<file path="config.mk">
export PLATFORM = sky130hd
export DESIGN_NAME = muldiv_sched_flat
export DESIGN_NICKNAME = d
export VERILOG_FILES = /design/src/rtl/muldiv_sched_if.sv /design/src/rtl/muldiv_sched.sv /design/src/flat_wrapper.sv
export SDC_FILE = /design/constraint.sdc
export NUM_CORES = 1
export LEC_CHECK = 0
export ABC_AREA = 0
export BUFFER_PORTS_ARGS = -buffer_cell sky130_fd_sc_hd__buf_4
export CORE_MARGIN = 1.5
export CORE_UTILIZATION = 51
export CTS_CLUSTER_DIAMETER = 100
export DETAILED_ROUTE_END_ITERATION = 7
export PLACE_DENSITY = 0.77
export SYNTH_ARGS = -nofsm -noshare
export SYNTH_HDL_FRONTEND = slang
export SYNTH_SLANG_ARGS = --single-unit
</file>
<file path="constraint.sdc">
create_clock -name clk -period 5.5 [get_ports clk]
set_input_delay 0.275 -clock clk [delete_from_list [all_inputs] [get_ports clk]]
set_output_delay 0.275 -clock clk [all_outputs]
set_load 0.01 [all_outputs]
</file>
<file path="src/rtl/muldiv_sched_if.sv">
// -----------------------------------------------------------------------------
// muldiv_sched_if
//   Bundles every non-clock signal of the two-hart mul/div scheduler so the
//   scheduler and its environment connect through a single port.
//
//   Request side (per hart h, h = 0/1):
//     req_valid[h], req_ready[h], req_op[3h+:3], req_a/req_b[32h+:32],
//     req_rd[5h+:5], flush[h]
//   Shared muldiv unit side:
//     md_start, md_op, md_a, md_b, md_hart_id  (scheduler -> unit)
//     md_busy, md_done, md_result              (unit -> scheduler)
//   Writeback side:
//     resp_valid[1:0], resp_rd, resp_data, err
//
//   Modports:
//     slave  - the scheduler's view
//     master - the environment's view (harts + muldiv unit + writeback)
// -----------------------------------------------------------------------------
interface muldiv_sched_if;
  logic [1:0]  req_valid;
  logic [1:0]  req_ready;
  logic [5:0]  req_op;
  logic [63:0] req_a;
  logic [63:0] req_b;
  logic [9:0]  req_rd;
  logic [1:0]  flush;

  logic        md_start;
  logic [2:0]  md_op;
  logic [31:0] md_a;
  logic [31:0] md_b;
  logic        md_hart_id;
  logic        md_busy;
  logic        md_done;
  logic [31:0] md_result;

  logic [1:0]  resp_valid;
  logic [4:0]  resp_rd;
  logic [31:0] resp_data;
  logic        err;

  modport slave (
    input  req_valid, req_op, req_a, req_b, req_rd, flush,
    input  md_busy, md_done, md_result,
    output req_ready,
    output md_start, md_op, md_a, md_b, md_hart_id,
    output resp_valid, resp_rd, resp_data, err
  );

  modport master (
    output req_valid, req_op, req_a, req_b, req_rd, flush,
    output md_busy, md_done, md_result,
    input  req_ready,
    input  md_start, md_op, md_a, md_b, md_hart_id,
    input  resp_valid, resp_rd, resp_data, err
  );
endinterface

</file>
<file path="src/rtl/muldiv_sched.sv">
// -----------------------------------------------------------------------------
// muldiv_sched
//   Shares one multi-cycle mul/div unit between two harts. Each hart owns a
//   one-entry request slot; a two-state FSM (IDLE/WAIT) grants one slot at a
//   time to the unit, waits for md_done and writes the result back to the
//   owning hart. Flushes drop idle slots immediately and mark the in-flight
//   slot as killed so its result is silently discarded.
//
//   Ports:
//     clk    - system clock, rising edge
//     rst_n  - asynchronous active-low reset
//     bus    - muldiv_sched_if.slave (request, muldiv unit and writeback signals)
//
//   Configuration:
//     MULDIV_SCHED_RR_EN - when defined, round-robin arbitration between the
//                          harts; otherwise hart0 has fixed priority.
// -----------------------------------------------------------------------------
module muldiv_sched (
  input  logic           clk,
  input  logic           rst_n,
  muldiv_sched_if.slave  bus
);

  typedef enum logic {
    IDLE,
    WAIT
  } state_t;

  state_t state;

  // Per-hart request slots.
  logic [1:0]       slot_valid;
  logic [1:0]       slot_kill;
  logic [1:0][2:0]  slot_op;
  logic [1:0][31:0] slot_a;
  logic [1:0][31:0] slot_b;
  logic [1:0][4:0]  slot_rd;

`ifdef MULDIV_SCHED_RR_EN
  // Hart that received the most recent grant.
  logic last_grant;
`endif

  logic [1:0]  accept;
  logic [1:0]  cand;
  logic        grant_hart;
  logic        do_grant;
  logic [2:0]  grant_op;
  logic [31:0] grant_a;
  logic [31:0] grant_b;
  logic        owner;
  logic        resp_kill;

  // A slot can take a new request only when empty, and a flush always wins
  // over a simultaneous request.
  assign bus.req_ready = ~slot_valid & ~bus.flush;
  assign accept        = bus.req_valid & bus.req_ready;

  // A request arriving this cycle competes for the unit alongside the
  // already-held slots, giving a one-cycle request-to-start latency. Slots
  // being flushed this cycle are not eligible.
  assign cand = (slot_valid & ~bus.flush) | accept;

  // The granted hart is remembered in md_hart_id for the whole operation.
  assign owner = bus.md_hart_id;

  // Result is discarded if the owner was flushed earlier or is flushed on
  // the completion edge itself.
  assign resp_kill = slot_kill[owner] | bus.flush[owner];

  assign do_grant = (state == IDLE) && (cand != 2'b00) && !bus.md_busy;

  // Arbitration: single candidate wins outright; a tie is resolved by the
  // configured policy.
  always_comb begin
    grant_hart = cand[1];
    if (cand == 2'b11) begin
`ifdef MULDIV_SCHED_RR_EN
      grant_hart = ~last_grant;
`else
      grant_hart = 1'b0;
`endif
    end
  end

  // Operands come straight from the request bus when the winner is being
  // accepted this same cycle, otherwise from its slot.
  always_comb begin
    grant_op = slot_op[0];
    grant_a  = slot_a[0];
    grant_b  = slot_b[0];
    if (grant_hart) begin
      if (accept[1]) begin
        grant_op = bus.req_op[5:3];
        grant_a  = bus.req_a[63:32];
        grant_b  = bus.req_b[63:32];
      end else begin
        grant_op = slot_op[1];
        grant_a  = slot_a[1];
        grant_b  = slot_b[1];
      end
    end else if (accept[0]) begin
      grant_op = bus.req_op[2:0];
      grant_a  = bus.req_a[31:0];
      grant_b  = bus.req_b[31:0];
    end
  end

  // Slot bookkeeping and the IDLE/WAIT issue FSM. The completion clear in
  // WAIT is written after the per-hart slot updates so it takes precedence.
  always_ff @(posedge clk or negedge rst_n) begin
    if (!rst_n) begin
      state          <= IDLE;
      slot_valid     <= '0;
      slot_kill      <= '0;
      slot_op        <= '0;
      slot_a         <= '0;
      slot_b         <= '0;
      slot_rd        <= '0;
      bus.md_start   <= 1'b0;
      bus.md_op      <= '0;
      bus.md_a       <= '0;
      bus.md_b       <= '0;
      bus.md_hart_id <= 1'b0;
      bus.resp_valid <= '0;
      bus.resp_rd    <= '0;
      bus.resp_data  <= '0;
      bus.err        <= 1'b0;
`ifdef MULDIV_SCHED_RR_EN
      last_grant     <= 1'b1;
`endif
    end else begin
      bus.md_start   <= 1'b0;
      bus.resp_valid <= 2'b00;

      for (int h = 0; h < 2; h++) begin
        if (bus.flush[h]) begin
          // The in-flight slot cannot be recalled from the unit, so it is
          // only marked killed and released at completion.
          if (state == WAIT && owner == h[0]) begin
            slot_kill[h] <= 1'b1;
          end else begin
            slot_valid[h] <= 1'b0;
            slot_kill[h]  <= 1'b0;
          end
        end else if (accept[h]) begin
          slot_valid[h] <= 1'b1;
          slot_kill[h]  <= 1'b0;
          slot_op[h]    <= bus.req_op[h*3 +: 3];
          slot_a[h]     <= bus.req_a[h*32 +: 32];
          slot_b[h]     <= bus.req_b[h*32 +: 32];
          slot_rd[h]    <= bus.req_rd[h*5 +: 5];
        end
      end

      case (state)
        IDLE: begin
          // Nothing is outstanding, so a completion here is stray (e.g. a
          // result from an operation cut short by reset).
          if (bus.md_done) begin
            bus.err <= 1'b1;
          end
          if (do_grant) begin
            bus.md_start   <= 1'b1;
            bus.md_op      <= grant_op;
            bus.md_a       <= grant_a;
            bus.md_b       <= grant_b;
            bus.md_hart_id <= grant_hart;
`ifdef MULDIV_SCHED_RR_EN
            last_grant     <= grant_hart;
`endif
            state          <= WAIT;
          end
        end

        WAIT: begin
          if (bus.md_done) begin
            slot_valid[owner] <= 1'b0;
            slot_kill[owner]  <= 1'b0;
            if (!resp_kill) begin
              bus.resp_valid <= owner ? 2'b10 : 2'b01;
              bus.resp_rd    <= slot_rd[owner];
              bus.resp_data  <= bus.md_result;
            end
            state <= IDLE;
          end
        end

        default: state <= IDLE;
      endcase
    end
  end

endmodule

</file>
<file path="src/flat_wrapper.sv">
// flat-port wrapper written by rule: the top's interface ports become plain ports
module muldiv_sched_flat 
  (clk, rst_n, bus_req_valid, bus_req_op, bus_req_a, bus_req_b, bus_req_rd, bus_flush, bus_md_busy, bus_md_done, bus_md_result, bus_req_ready, bus_md_start, bus_md_op, bus_md_a, bus_md_b, bus_md_hart_id, bus_resp_valid, bus_resp_rd, bus_resp_data, bus_err);
  muldiv_sched_if bus_i ();
  input  logic clk;
  input  logic rst_n;
  input wire logic [$bits(bus_i.req_valid)-1:0] bus_req_valid;
  input wire logic [$bits(bus_i.req_op)-1:0] bus_req_op;
  input wire logic [$bits(bus_i.req_a)-1:0] bus_req_a;
  input wire logic [$bits(bus_i.req_b)-1:0] bus_req_b;
  input wire logic [$bits(bus_i.req_rd)-1:0] bus_req_rd;
  input wire logic [$bits(bus_i.flush)-1:0] bus_flush;
  input wire logic [$bits(bus_i.md_busy)-1:0] bus_md_busy;
  input wire logic [$bits(bus_i.md_done)-1:0] bus_md_done;
  input wire logic [$bits(bus_i.md_result)-1:0] bus_md_result;
  output wire logic [$bits(bus_i.req_ready)-1:0] bus_req_ready;
  output wire logic [$bits(bus_i.md_start)-1:0] bus_md_start;
  output wire logic [$bits(bus_i.md_op)-1:0] bus_md_op;
  output wire logic [$bits(bus_i.md_a)-1:0] bus_md_a;
  output wire logic [$bits(bus_i.md_b)-1:0] bus_md_b;
  output wire logic [$bits(bus_i.md_hart_id)-1:0] bus_md_hart_id;
  output wire logic [$bits(bus_i.resp_valid)-1:0] bus_resp_valid;
  output wire logic [$bits(bus_i.resp_rd)-1:0] bus_resp_rd;
  output wire logic [$bits(bus_i.resp_data)-1:0] bus_resp_data;
  output wire logic [$bits(bus_i.err)-1:0] bus_err;
  assign bus_i.req_valid = bus_req_valid;
  assign bus_i.req_op = bus_req_op;
  assign bus_i.req_a = bus_req_a;
  assign bus_i.req_b = bus_req_b;
  assign bus_i.req_rd = bus_req_rd;
  assign bus_i.flush = bus_flush;
  assign bus_i.md_busy = bus_md_busy;
  assign bus_i.md_done = bus_md_done;
  assign bus_i.md_result = bus_md_result;
  assign bus_req_ready = bus_i.req_ready;
  assign bus_md_start = bus_i.md_start;
  assign bus_md_op = bus_i.md_op;
  assign bus_md_a = bus_i.md_a;
  assign bus_md_b = bus_i.md_b;
  assign bus_md_hart_id = bus_i.md_hart_id;
  assign bus_resp_valid = bus_i.resp_valid;
  assign bus_resp_rd = bus_i.resp_rd;
  assign bus_resp_data = bus_i.resp_data;
  assign bus_err = bus_i.err;
  muldiv_sched u_core (.clk(clk), .rst_n(rst_n), .bus(bus_i));
endmodule
</file>
# Word-level counts from Yosys, hierarchy flattened

Cells that the tools add are included.

Flip-flop bits (word level): 258
Input port bits: 184
Output and inout bits: 111
Word-level logic and storage cells: 92

Order comparisons: 2
Equality and inequality tests: 1
Muxes and demuxes: 42
Bitwise logic cells: 15
Reductions and logical operators: 12

Operators with widths:

| operator                                                 | count |
|---|---|
| two-way mux 32 bit                                       | 6 |
| two-way mux 1 bit                                        | 21 |
| two-way mux 2 bit                                        | 8 |
| bitwise AND 2 bit                                        | 5 |
| two-way mux 5 bit                                        | 2 |
| two-way mux 3 bit                                        | 3 |
| AND reduction 2 bit                                      | 4 |
| inverter 2 bit                                           | 3 |
| logical AND 1 bit                                        | 5 |
| inverter 1 bit                                           | 5 |
| AND reduction 3 bit                                      | 1 |
| equality test 2 bit, second input constant               | 1 |
| < comparator 1 x 2 -> 1 bit, second input constant       | 1 |
| OR 2 bit                                                 | 1 |
| case mux 1 bit (2 select lines)                          | 1 |
| nonzero test 2 bit                                       | 1 |
| demux 1 bit (select 1 bit)                               | 1 |
| greater-or-equal comparator 1 bit, second input constant | 1 |
| zero test 1 bit                                          | 1 |
| OR 1 bit                                                 | 1 |

# Logic depth before layout (Yosys ltp)

Depth in word-level cells: 9
Mapped depth: 6
Mapped depth without buffers: 3

# Worst setup path after synthesis

OpenSTA, ideal clock, no wires.

Kind: register to register
Start point: reg u_core.bus.md_hart_id
End point: reg u_core.bus.resp_data[26]
Setup time: 127 ps
Data arrival time: 1,786 ps
Required time: 5,373 ps
Setup slack: 3,587 ps
Cell stages (with the launch flop): 6
Buffers on the path: 2
Clock period less this slack: 1,913 ps
Cells stage by stage: dfrtp_1 or3_1 clkbuf_1 a21oi_4 buf_6 mux2_1

Cells in the longest elaborated chain, start to end: 5
Elaborated cells on any way between the ends: 7
Classes of those cells: 4 x mux; 2 x bitwise; 1 x reduce/logical

Ends and longest elaborated chain:

| what                                                 | line                  | RTL |
|---|---|---|
| start, declared                                      | muldiv_sched_if.sv:46 | `output md_start, md_op, md_a, md_b, md_hart_id,` |
| start signal, assigned                               | muldiv_sched.sv:168   | `bus.md_hart_id <= grant_hart;` |
| two-way mux 1 bit (implied by the code) (2 in a row) | muldiv_sched.sv:69    | `assign resp_kill = slot_kill[owner] \| bus.flush[owner];` |
| OR 1 bit *                                           | muldiv_sched.sv:69    |  |
| inverter 1 bit (no line) *                           | --                    |  |
| AND reduction 3 bit (no line) *                      | --                    |  |
| end signal, assigned                                 | muldiv_sched.sv:183   | `bus.resp_data <= bus.md_result;` |
| end, declared                                        | muldiv_sched_if.sv:47 | `output resp_valid, resp_rd, resp_data, err` |

Mark *: on every way between the ends. The rest lies on a longest branch, timed or not. The select of a mux whose other input is x is not followed.
A chain may end at the register's enable or synchronous reset.

# Worst setup path after layout

Start point: reg u_core.slot_valid[1]
End point: reg u_core.bus.md_a[26]

Cells in the longest elaborated chain, start to end: 8
Elaborated cells on any way between the ends: 13
Classes of those cells: 1 x eq/ne; 3 x mux; 5 x bitwise; 4 x reduce/logical

Ends and longest elaborated chain:

| what                            | line                  | RTL |
|---|---|---|
| start, declared                 | muldiv_sched.sv:32    | `logic [1:0] slot_valid;` |
| start signal, assigned          | muldiv_sched.sv:114   | `slot_valid <= '0;` |
| start signal, assigned by index | muldiv_sched.sv:143   | `slot_valid[h] <= 1'b0;` |
| start signal, assigned by index | muldiv_sched.sv:147   | `slot_valid[h] <= 1'b1;` |
| inverter 2 bit                  | muldiv_sched.sv:56    | `assign bus.req_ready = ~slot_valid & ~bus.flush;` |
| bitwise AND 2 bit               | muldiv_sched.sv:56    |  |
| bitwise AND 2 bit               | muldiv_sched.sv:57    | `assign accept = bus.req_valid & bus.req_ready;` |
| OR 2 bit                        | muldiv_sched.sv:62    | `assign cand = (slot_valid & ~bus.flush) \| accept;` |
| nonzero test 2 bit              | muldiv_sched.sv:71    | `assign do_grant = (state == IDLE) && (cand != 2'b00) && !bus.md_busy;` |
| logical AND 1 bit (2 in a row)  | muldiv_sched.sv:71    |  |
| AND reduction 2 bit (no line)   | --                    |  |
| end signal, assigned            | muldiv_sched.sv:166   | `bus.md_a <= grant_a;` |
| end, declared                   | muldiv_sched_if.sv:46 |  |

Several ways; a longest one is shown, not always the timed one.

==> impl_metrics.tcl <==
set metrics [dict create \
    setup_tns_ns 0 \
    rrSetupSlack_ns 2.56 \
    die_area_sq_um 23100 \
    end_kind "flop" \
    numCtsBuffers 28 \
    vias 9671 \
    netlist_top_cells_count "dfrtp_1 (258), mux2_2 (151), o22ai_1 (75)" \
    startpoint_type "flop" \
    seq_area_sq_um 6457 \
    crit_arrival_ns 3.31 \
    clk_latency_ns 0.54 \
    maxSlewViolCount 0 \
    drive_gt1_frac 0.3982 \
    wire_per_inst_um 21.34 \
    p_int_uw 4925 \
    crit_path_max_fanout 55 \
    drt_wl_total_um 34830 \
    synth_async_sr_flop_share 1.000 \
    syn-num-nets 1076 \
    clkPwrFrac 0.291 \
    place_ws_ns 2.438 \
    clk_pin_slew_worst_paths_ns 0.06 \
    synth_cells 892 \
    hold_viol_final 0 \
    p_sw_frac 0.2971 \
    dieHeight_um 152.0 \
    fin_skew_ns 0.01459 \
    gr-total-overflow 0 \
    ir_worst_vdd_mv 0.3718 \
    maxCapViolCount 0 \
    drt_pass1_iterations 8 \
    power.density_nw_per_um2 425.2 \
    period_needed_ns 2.936 \
    hold_class "in2reg" \
    tightestPinTransition_ns 1.052 \
    p_sw_uw 2082 \
    vias_per_cell 5.926 \
    grt_pass1_vias 10230 \
    required_ns 5.87 \
    nNetsFinal 1514 \
    antenna_found_initial 0 \
    clockBufferDepth 3 \
    gp_congestion 0.7874 \
    fin_util 0.7552 \
    synth_edf_count 0 \
    fin_crit_sh 0.5338 \
    p_leak_uw 0.007473 \
    layout_setup_ws_ns 2.564 \
    rsz0062_at_grt "no" \
    ys_ff_latch 258 \
    htree_levels 1 \
    yosysTopAreaCellShare 0.5704 \
    synth_area_leaders "dfrtp_1 (57%), mux2_2 (15%), a222oi_1 (5.9%), o2bb2ai_1 (5.0%), o22ai_1 (4.1%)" \
    grt_max_degree 131 \
    slew_headroom 0.2950 \
    io_buffers 294 \
    synthToLayoutAreaGrowth_pct 45.60 \
    synth_flop_cell "dfrtp_1" \
    p_seq_frac 0.408 \
    hold_ws_ns 0.02297 \
    multi_input_area_sq_um 4290 \
    grt_pass1_wl_um 55680 \
    postRouteAntennaNets 0 \
    clock-root-buffer "clkbuf_16" \
    violations "design-rule violations" \
    fp-row-count 54 \
    fp.dieW_um 152.0 \
    pin_count 295 \
    critical_path_class "reg2reg" \
    grt_usage 0.2971 \
    synthMostInstantiatedCell "dfrtp_1" \
    drtIter0Drc 915 \
    yosys_warnings 0 \
    setup_viol 0 \
    max_freq_mhz 340.6 \
    synthesis.area_sq_um 11320 \
    outcome "finished with violations" \
    pwr-share-comb 0.301 \
    core-area_sq_um 21820 \
    drc 2 \
    start_util 0.5187 \
    cts_resized 0 \
    cts_tree "yes" \
    place_hpwl_um 19860 \
    power_uw 7007 \
    seq_area_frac_synth 0.5704 \
    nFillCells 1332 \
    synth.lib_cells_used.distinct 32 \
    post_cts_buffers 0 \
    cts_num_sinks 258 \
    yosys.area.top_type "dfrtp_1" \
    syn_area_per_cell_sq_um 12.69 \
]
[layer usage]
metal | track usage | up-vias | wire (um)
li1 | - | 4215 | -
met4 | 0.1040 | 0 | 1074
met1 | 0.3812 | 4926 | 13670
met3 | 0.04735 | 80 | 2244
met2 | 0.5117 | 450 | 17840
met5 | 0 | - | 0
[final cells by class]
cell class,instances,area share
Antenna cell,1,0.0001518
Clock buffer,37,0.04889
Clock inverter,14,0.01222
Inverter,71,0.01617
Multi-Input combinational cell,486,0.2603
Sequential cell,258,0.3918
Tap cell,280,0.02126
Timing Repair Buffer,485,0.2492
[layout by cell type (no fill, tap or decap), drive strengths merged, types with 4 or more instances in the layout]
| master | n |
|---|---|
| buf | 307 |
| o22ai | 75 |
| a21oi | 4 |
| clkinv | 8 |
| clkbuf | 37 |
| nand2b | 5 |
| dfrtp | 258 |
| o2bb2ai | 64 |
| mux2 | 176 |
| a222oi | 67 |
| bufinv | 5 |
| inv | 72 |
| nor2 | 74 |
| dlygate4sd3 | 178 |
| a2bb2oi | 5 |
[critical path, stage by stage, from the launching register on]
cell and delay (ns):
dfrtp_2 0.53, buf_4 0.38, o21ba_2 0.32, o21ai_4 0.78
buf_4 0.53, a222oi_1 0.21
[stage by stage]
stage | cells | area [sq um]
after floorplan | 892 | 11320
after global placement | 1402 | 13690
after detailed placement | 1402 | 13690
after CTS | 1630 | 16470
after global routing | 1631 | 16480
final | 1632 | 16480
[sequential cells by signal, summed over array words and instances, names as in the netlist]
register,count
u_core.bus.resp_rd,5
u_core.state,1
u_core.bus.md_start,1
u_core.slot_b,64
u_core.slot_valid,2
u_core.bus.resp_valid,2
u_core.bus.md_a,32
u_core.slot_a,64
u_core.bus.err,1
u_core.bus.md_op,3
u_core.slot_op,6
u_core.bus.md_b,32
u_core.slot_kill,2
u_core.bus.resp_data,32
u_core.slot_rd,10
u_core.bus.md_hart_id,1
[worst paths after layout]
kind,from,to,cells past startpoint
setup reg to reg,u_core.slot_valid[1],u_core.bus.md_a[26],5
max in group asynchronous,rst_n,u_core.slot_a[48],3
min in group asynchronous,rst_n,u_core.slot_b[22],2
hold reg to reg,u_core.bus.err,u_core.bus.err,1
setup / recovery,u_core.slot_valid[1],u_core.bus.md_a[26],5
hold / removal,bus_req_b[52],u_core.slot_b[52],2
[power by group through the flow]
| stage | Sequential [uW] | Clock [uW] | Combinational [uW] |
|---|---|---|---|
| floorplan | 2930 | 0 | 943 |
| global placement | 2830 | 0 | 1920 |
| detailed placement | 2850 | 0 | 1980 |
| CTS | 2830 | 2050 | 2090 |
| global route | 2920 | 2130 | 2260 |
| finish | 2860 | 2040 | 2110 |
[logic make-up after synthesis]
| kind of cell | share of synthesized area |
|---|---|
| AO/OA/AOI/OAI | 0.1625 |
| buffers and inverters | 0.05416 |
| flip-flops | 0.5704 |
| multiplexers | 0.1817 |
| AND/OR/NAND/NOR | 0.03128 |
[what timing repair did]
| item | 4_1_cts | 5_1_grt |
|---|---|---|
| hold endpoints to repair | 305 | 1 |
| hold buffers | 177 | 1 |
| setup endpoints to repair | 0 | 0 |
Power figures use the tool's default switching activity.
